**src/rtl/alu_ctrl_seq_pkg.sv**
```systemverilog
// Shared opcode encodings, ALU select codes and controller state type.
package alu_ctrl_pkg;

  localparam logic [3:0] OP_OR  = 4'b0011;
  localparam logic [3:0] OP_AND = 4'b0100;
  localparam logic [3:0] OP_XOR = 4'b0101;
  localparam logic [3:0] OP_SUB = 4'b0110;
  localparam logic [3:0] OP_SLL = 4'b0111;
  localparam logic [3:0] OP_SRL = 4'b1000;
  localparam logic [3:0] OP_MUL = 4'b1010;

  localparam logic [2:0] SEL_ADD = 3'd0;
  localparam logic [2:0] SEL_MUL = 3'd1;
  localparam logic [2:0] SEL_AND = 3'd2;
  localparam logic [2:0] SEL_OR  = 3'd3;
  localparam logic [2:0] SEL_XOR = 3'd4;
  localparam logic [2:0] SEL_SUB = 3'd5;
  localparam logic [2:0] SEL_SLL = 3'd6;
  localparam logic [2:0] SEL_SRL = 3'd7;

  typedef enum logic {
    IDLE,
    MUL_WAIT
  } state_t;

endpackage

```
**src/rtl/alu_op_decode.sv**
```systemverilog
// Combinational opcode -> {ALU select, multiply flag} decode.
module alu_op_decode
  import alu_ctrl_pkg::*;
#(
  parameter int unsigned OPW = 4
) (
  input  logic [OPW-1:0] i_opcode,
  output logic [2:0]     o_sel,
  output logic           o_is_mul
);

  logic w_hi;

  // Any set bit above bit 3 forces the ADD default.
  generate
    if (OPW > 4) begin : g_hi
      assign w_hi = |i_opcode[OPW-1:4];
    end else begin : g_nohi
      assign w_hi = 1'b0;
    end
  endgenerate

  // Map the low nibble onto the ALU select; unlisted opcodes add.
  always_comb begin
    o_sel    = SEL_ADD;
    o_is_mul = 1'b0;
    if (!w_hi) begin
      unique case (i_opcode[3:0])
        OP_OR:   o_sel = SEL_OR;
        OP_AND:  o_sel = SEL_AND;
        OP_XOR:  o_sel = SEL_XOR;
        OP_SUB:  o_sel = SEL_SUB;
        OP_SLL:  o_sel = SEL_SLL;
        OP_SRL:  o_sel = SEL_SRL;
        OP_MUL: begin
          o_sel    = SEL_MUL;
          o_is_mul = 1'b1;
        end
        default: o_sel = SEL_ADD;
      endcase
    end
  end

endmodule

```
**src/rtl/alu_ctrl_seq.sv**
```systemverilog
// Sequenced ALU controller: opcode decode, multi-cycle multiply hold/stall,
// registered select / multiplier enable / result-valid outputs.
module alu_ctrl_seq
  import alu_ctrl_pkg::*;
#(
  parameter int unsigned OPW        = 4,
  parameter int unsigned MUL_CYCLES = 4
) (
  input  logic           clk,
  input  logic           rst_n,
  input  logic           in_valid,
  output logic           in_ready,
  input  logic [OPW-1:0] opcode,
  input  logic           flush,
  output logic [2:0]     alu_sel,
  output logic           mul_en,
  output logic           out_valid
);

  localparam int unsigned   CW       = $clog2(MUL_CYCLES + 1);
  localparam logic [CW-1:0] CNT_LOAD = CW'(MUL_CYCLES - 1);
  localparam logic          MULTI    = (MUL_CYCLES > 1);

  state_t        r_state, w_state_nxt;
  logic [CW-1:0] r_cnt, w_cnt_nxt;
  logic [2:0]    r_alu_sel, w_sel_nxt;
  logic          r_out_valid, w_ov_nxt;
  logic          r_mul_en, w_mul_nxt;
  logic          w_last, w_accept, w_dec_mul;
  logic [2:0]    w_dec_sel;

  alu_op_decode #(.OPW(OPW)) u_dec (
    .i_opcode (opcode),
    .o_sel    (w_dec_sel),
    .o_is_mul (w_dec_mul)
  );

  // Final multiply cycle doubles as an issue slot for back-to-back ops.
  assign w_last   = (r_state == MUL_WAIT) && (r_cnt == '0);
  assign in_ready = (r_state == IDLE) || w_last;
  assign w_accept = in_valid && in_ready && !flush;

  // State and countdown register.
  always_ff @(posedge clk) begin
    if (!rst_n) begin
      r_state <= IDLE;
      r_cnt   <= '0;
    end else begin
      r_state <= w_state_nxt;
      r_cnt   <= w_cnt_nxt;
    end
  end

  // Next state: flush dominates, then a new accept, then the multiply countdown.
  always_comb begin
    w_state_nxt = r_state;
    w_cnt_nxt   = r_cnt;
    if (flush) begin
      w_state_nxt = IDLE;
      w_cnt_nxt   = '0;
    end else if (w_accept) begin
      if (w_dec_mul && MULTI) begin
        w_state_nxt = MUL_WAIT;
        w_cnt_nxt   = CNT_LOAD;
      end else begin
        w_state_nxt = IDLE;
        w_cnt_nxt   = '0;
      end
    end else if (r_state == MUL_WAIT) begin
      if (w_last) w_state_nxt = IDLE;
      else        w_cnt_nxt   = r_cnt - CW'(1);
    end
  end

  // Next output values; out_valid is timed so it lands in the cnt==0 cycle.
  always_comb begin
    w_sel_nxt = r_alu_sel;
    w_ov_nxt  = 1'b0;
    w_mul_nxt = 1'b0;
    if (flush) begin
      w_sel_nxt = r_alu_sel;
    end else if (w_accept) begin
      w_sel_nxt = w_dec_sel;
      if (w_dec_mul && MULTI) begin
        w_mul_nxt = 1'b1;
      end else begin
        w_ov_nxt  = 1'b1;
        w_mul_nxt = w_dec_mul;
      end
    end else if ((r_state == MUL_WAIT) && !w_last) begin
      w_mul_nxt = 1'b1;
      w_ov_nxt  = (r_cnt == CW'(1));
    end
  end

  // Output registers; reset additionally clears the select.
  always_ff @(posedge clk) begin
    if (!rst_n) begin
      r_alu_sel   <= SEL_ADD;
      r_out_valid <= 1'b0;
      r_mul_en    <= 1'b0;
    end else begin
      r_alu_sel   <= w_sel_nxt;
      r_out_valid <= w_ov_nxt;
      r_mul_en    <= w_mul_nxt;
    end
  end

  assign alu_sel   = r_alu_sel;
  assign out_valid = r_out_valid;
  assign mul_en    = r_mul_en;

endmodule

```
**config.mk**
```make
export PLATFORM = sky130hd
export DESIGN_NAME = alu_ctrl_seq
export DESIGN_NICKNAME = d
export VERILOG_FILES = /design/src/rtl/alu_ctrl_seq_pkg.sv /design/src/rtl/alu_op_decode.sv /design/src/rtl/alu_ctrl_seq.sv
export SDC_FILE = /design/constraint.sdc
export NUM_CORES = 1
export LEC_CHECK = 0
export ABC_AREA = 0
export BUFFER_PORTS_ARGS = -buffer_cell sky130_fd_sc_hd__buf_2
export CORE_AREA = 2 2 39 41
export DETAILED_ROUTE_END_ITERATION = 7
export DIE_AREA = 0 0 41 43
export PLACE_DENSITY = 0.6
export SETUP_SLACK_MARGIN = 0.2
export SLEW_MARGIN = 25
export SYNTH_ARGS = -nofsm -noshare
export SYNTH_HDL_FRONTEND = slang
export SYNTH_HIERARCHICAL = 1
export SYNTH_SLANG_ARGS = --single-unit
```
**constraint.sdc**
```tcl
create_clock -name clk -period 3.1 [get_ports clk]
set_clock_uncertainty 0.2 [all_clocks]
set_input_delay 0.62 -clock clk [delete_from_list [all_inputs] [get_ports clk]]
set_output_delay 0.62 -clock clk [all_outputs]
set_load 0.005 [all_outputs]
```
==> flow_metrics.env <==
export IMPL_vias_per_cell=5.30
export IMPL_area_growth_syn_to_layout_pct=20.8
export IMPL_multi_input_comb_area_um2=317
export IMPL_synth_seq_area_share=0.325
export IMPL_holdBufCountCts=0
export IMPL_grt_overflow_total=0
export IMPL_layout_commonest_cell="sky130_fd_sc_hd__buf_2"
export IMPL_wire_length_of_the_first_global_routing_pass_um=1730
export IMPL_grt_antenna_before_repair=0
export IMPL_sequential_cell_area_um2=160
export IMPL_placement_row_count=14
export IMPL_report_final_setup_viol=0
export IMPL_die_y_um=43
export IMPL_timing_fmax_mhz=470
export IMPL_firstDrtPassIters=4
export IMPL_clk_transition_reported_paths_ns=0.06
export IMPL_ys_types=26
export IMPL_final_hold_violation_count=0
export IMPL_synthesis_yosys_warnings=6
export IMPL_wl_met3_um=41
export IMPL_post_drt_antenna_nets=0
export IMPL_drt_wirelength_per_cell_um=12.0
export IMPL_setup_total_negative_slack_ns=0
export IMPL_launch_point_of_the_worst_hold_path="alu_sel[1]"
export IMPL_pin_count_of_the_biggest_net_entering_global_routing=11
export IMPL_highest_signal_layer="met4"
export IMPL_place_detailed_hpwl_um=801
export IMPL_postRouteWirelength_um=1030
export IMPL_design_final_nets=83
export IMPL_final_period_minus_worst_setup_slack_ns=2.13
export IMPL_run_status="finished clean"
export IMPL_hold_ws_ns=0.253
export IMPL_numClockSinks=8
export IMPL_post_route_cells_drive_above_1_share=0.300
export IMPL_synth_cell_area_um2=493
export IMPL_detail_route_wirelength_met1_um=446
export IMPL_worstReg2RegStart="r_cnt[0]"
export IMPL_crit_start="r_cnt[0]"
export IMPL_worstSetupStartpointType="flip-flop"
export IMPL_cts_buffer_depth=2
export IMPL_floorplan_initialDensity=0.356
export IMPL_numCtsBuffers=3
export IMPL_layout_cells_most_common_list="sky130_fd_sc_hd__buf_2, sky130_fd_sc_hd__nand2_1, sky130_fd_sc_hd__dfxtp_1"
export IMPL_timing_hold_worst_class="reg2reg"
export IMPL_fp_coreArea_mm2=0.00138
export IMPL_gp_congestion=0.715
export IMPL_crit_path_end_kind="primary output"
export IMPL_cts_root_buf="sky130_fd_sc_hd__clkbuf_4"
export IMPL_drv_cap=0
export IMPL_rsz_0062_raised_after_global_routing="false"
export IMPL_first_global_vias=441
export IMPL_io_buffer_count=13
export IMPL_io_pins=14
export IMPL_data_arrival_at_the_endpoint_of_the_critical_path_ns=1.31
export IMPL_post_cts_setup_buffer_count=0
export IMPL_endpoint_required_time_on_the_critical_path_ns=2.28
export IMPL_tritoncts_clock_tree="done"
export IMPL_grt_usage=0.147
export IMPL_power_static_leakage_nw=0.242
export IMPL_fillCellCount=162
export IMPL_dr_first_iter_drc_count=6
export IMPL_post_route_cell_area_um2=596
export IMPL_utilization=0.430
export IMPL_slew_headroom=0.766
export IMPL_cp_max_fo=7
export IMPL_postSynthRegisterBits=8
export IMPL_clock_insertion_delay_worst_skew_ns=0.25
export IMPL_drv_slew=0
export IMPL_cts_resized=0
export IMPL_syn_area_per_cell_um2=8.96
export IMPL_route_detailed_drc=0
export IMPL_die_w_um=41
export IMPL_synth_net_count=66
export IMPL_power_density_mw_per_mm2=360
export IMPL_die_area_mm2=0.00176
export IMPL_timing_worst_setup_path_type="reg2out"
export IMPL_cts_htree_levels=1
export IMPL_power_ir_vdd_worst_v=0.000149
export IMPL_diodes=0
export IMPL_detailroute_via_count=456
export IMPL_met2_length_um=520
export IMPL_timing_final_crit_share=0.687
export IMPL_worst_slew_pin_slew_ns=0.350
export IMPL_post_synth_inst_count=55
export IMPL_postPlaceCellArea_um2=573
power by group:
group | total [mW] | leakage (nW) | internal (mW) | switching, mW
Sequential | 0.106 | 0.0647 | 0.105 | 0.000850
Clock | 0.0788 | 0.0138 | 0.0442 | 0.0346
Combinational | 0.0299 | 0.164 | 0.0140 | 0.0159
Total | 0.214 | 0.242 | 0.163 | 0.0513
metal layers:
| layer | up-vias | GRT usage |
|---|---|---|
| met2 | 9 | 0.228 |
| met4 | 0 | 0.100 |
| met3 | 4 | 0.0314 |
| met5 | - | 0 |
| met1 | 215 | 0.170 |
| li1 | 228 | - |
final timing paths:
kind           endpoint  slack (ns)  cells after the start
min reg2reg  alu_sel[1]        0.25                      2
min          alu_sel[1]        0.25                      2
max reg2reg    r_cnt[0]        1.55                      5
max            in_ready        0.97                      5
cell type report:
type | instances | share of cell area
Tap cell | 16 | 0.0336
Timing Repair Buffer | 13 | 0.109
Clock buffer | 3 | 0.0378
Multi-Input combinational cell | 43 | 0.532
Inverter | 3 | 0.0189
Sequential cell | 8 | 0.269
sequential cells by signal, indices dropped and copies added, names as in the netlist:
name and count:
alu_sel 3, out_valid 1, r_cnt 3, r_state 1
metrics by stage:
step | power [mW] | worst slack, ns | cells
2_1_floorplan | 0.125 | 1.36 | 55
3_3_place_gp | 0.137 | 1.14 | 83
3_5_place_dp | 0.138 | 1.09 | 83
4_1_cts | 0.217 | 0.962 | 86
5_1_grt | 0.227 | 0.898 | 86
6_report | 0.214 | 0.970 | 86
cell usage after synthesis, drive strengths merged:
cell type	n	area share
a2111o	1	0.023
a211o	1	0.018
a21oi	6	0.069
a31o	1	0.018
and3b	1	0.018
buf	1	0.010
dfxtp	8	0.32
ha	3	0.076
inv	3	0.023
mux2i	4	0.081
nand2	9	0.069
nand2b	5	0.084
nand4b	1	0.018
nor2	2	0.015
nor3	1	0.010
nor3b	1	0.015
o211ai	1	0.015
o2bb2ai	1	0.018
o31ai	1	0.015
o32ai	1	0.033
or3	1	0.013
xnor2	1	0.018
xor2	1	0.018
critical path, cell delays in order (launching register included):
cell and delay, ns:
sky130_fd_sc_hd__dfxtp_1 0.37, sky130_fd_sc_hd__inv_1 0.09, sky130_fd_sc_hd__ha_1 0.25, sky130_fd_sc_hd__nand2b_4 0.13
sky130_fd_sc_hd__nand2_1 0.08, sky130_fd_sc_hd__buf_2 0.14
cell families (layout without fill, tap and decap cells):
kind of cell,count (synthesis),after routing,synth area share
and+or+nand+nor,21,21,0.241
AOI/OAI and AO/OA,13,13,0.208
buffers and inverters,4,19,0.0330
xor gates and xnor gates,2,2,0.0355
muxes,4,4,0.0812
DFF,8,8,0.325
adders and majority gates,3,3,0.0762
No activity file was read; power rests on OpenSTA's default activity.
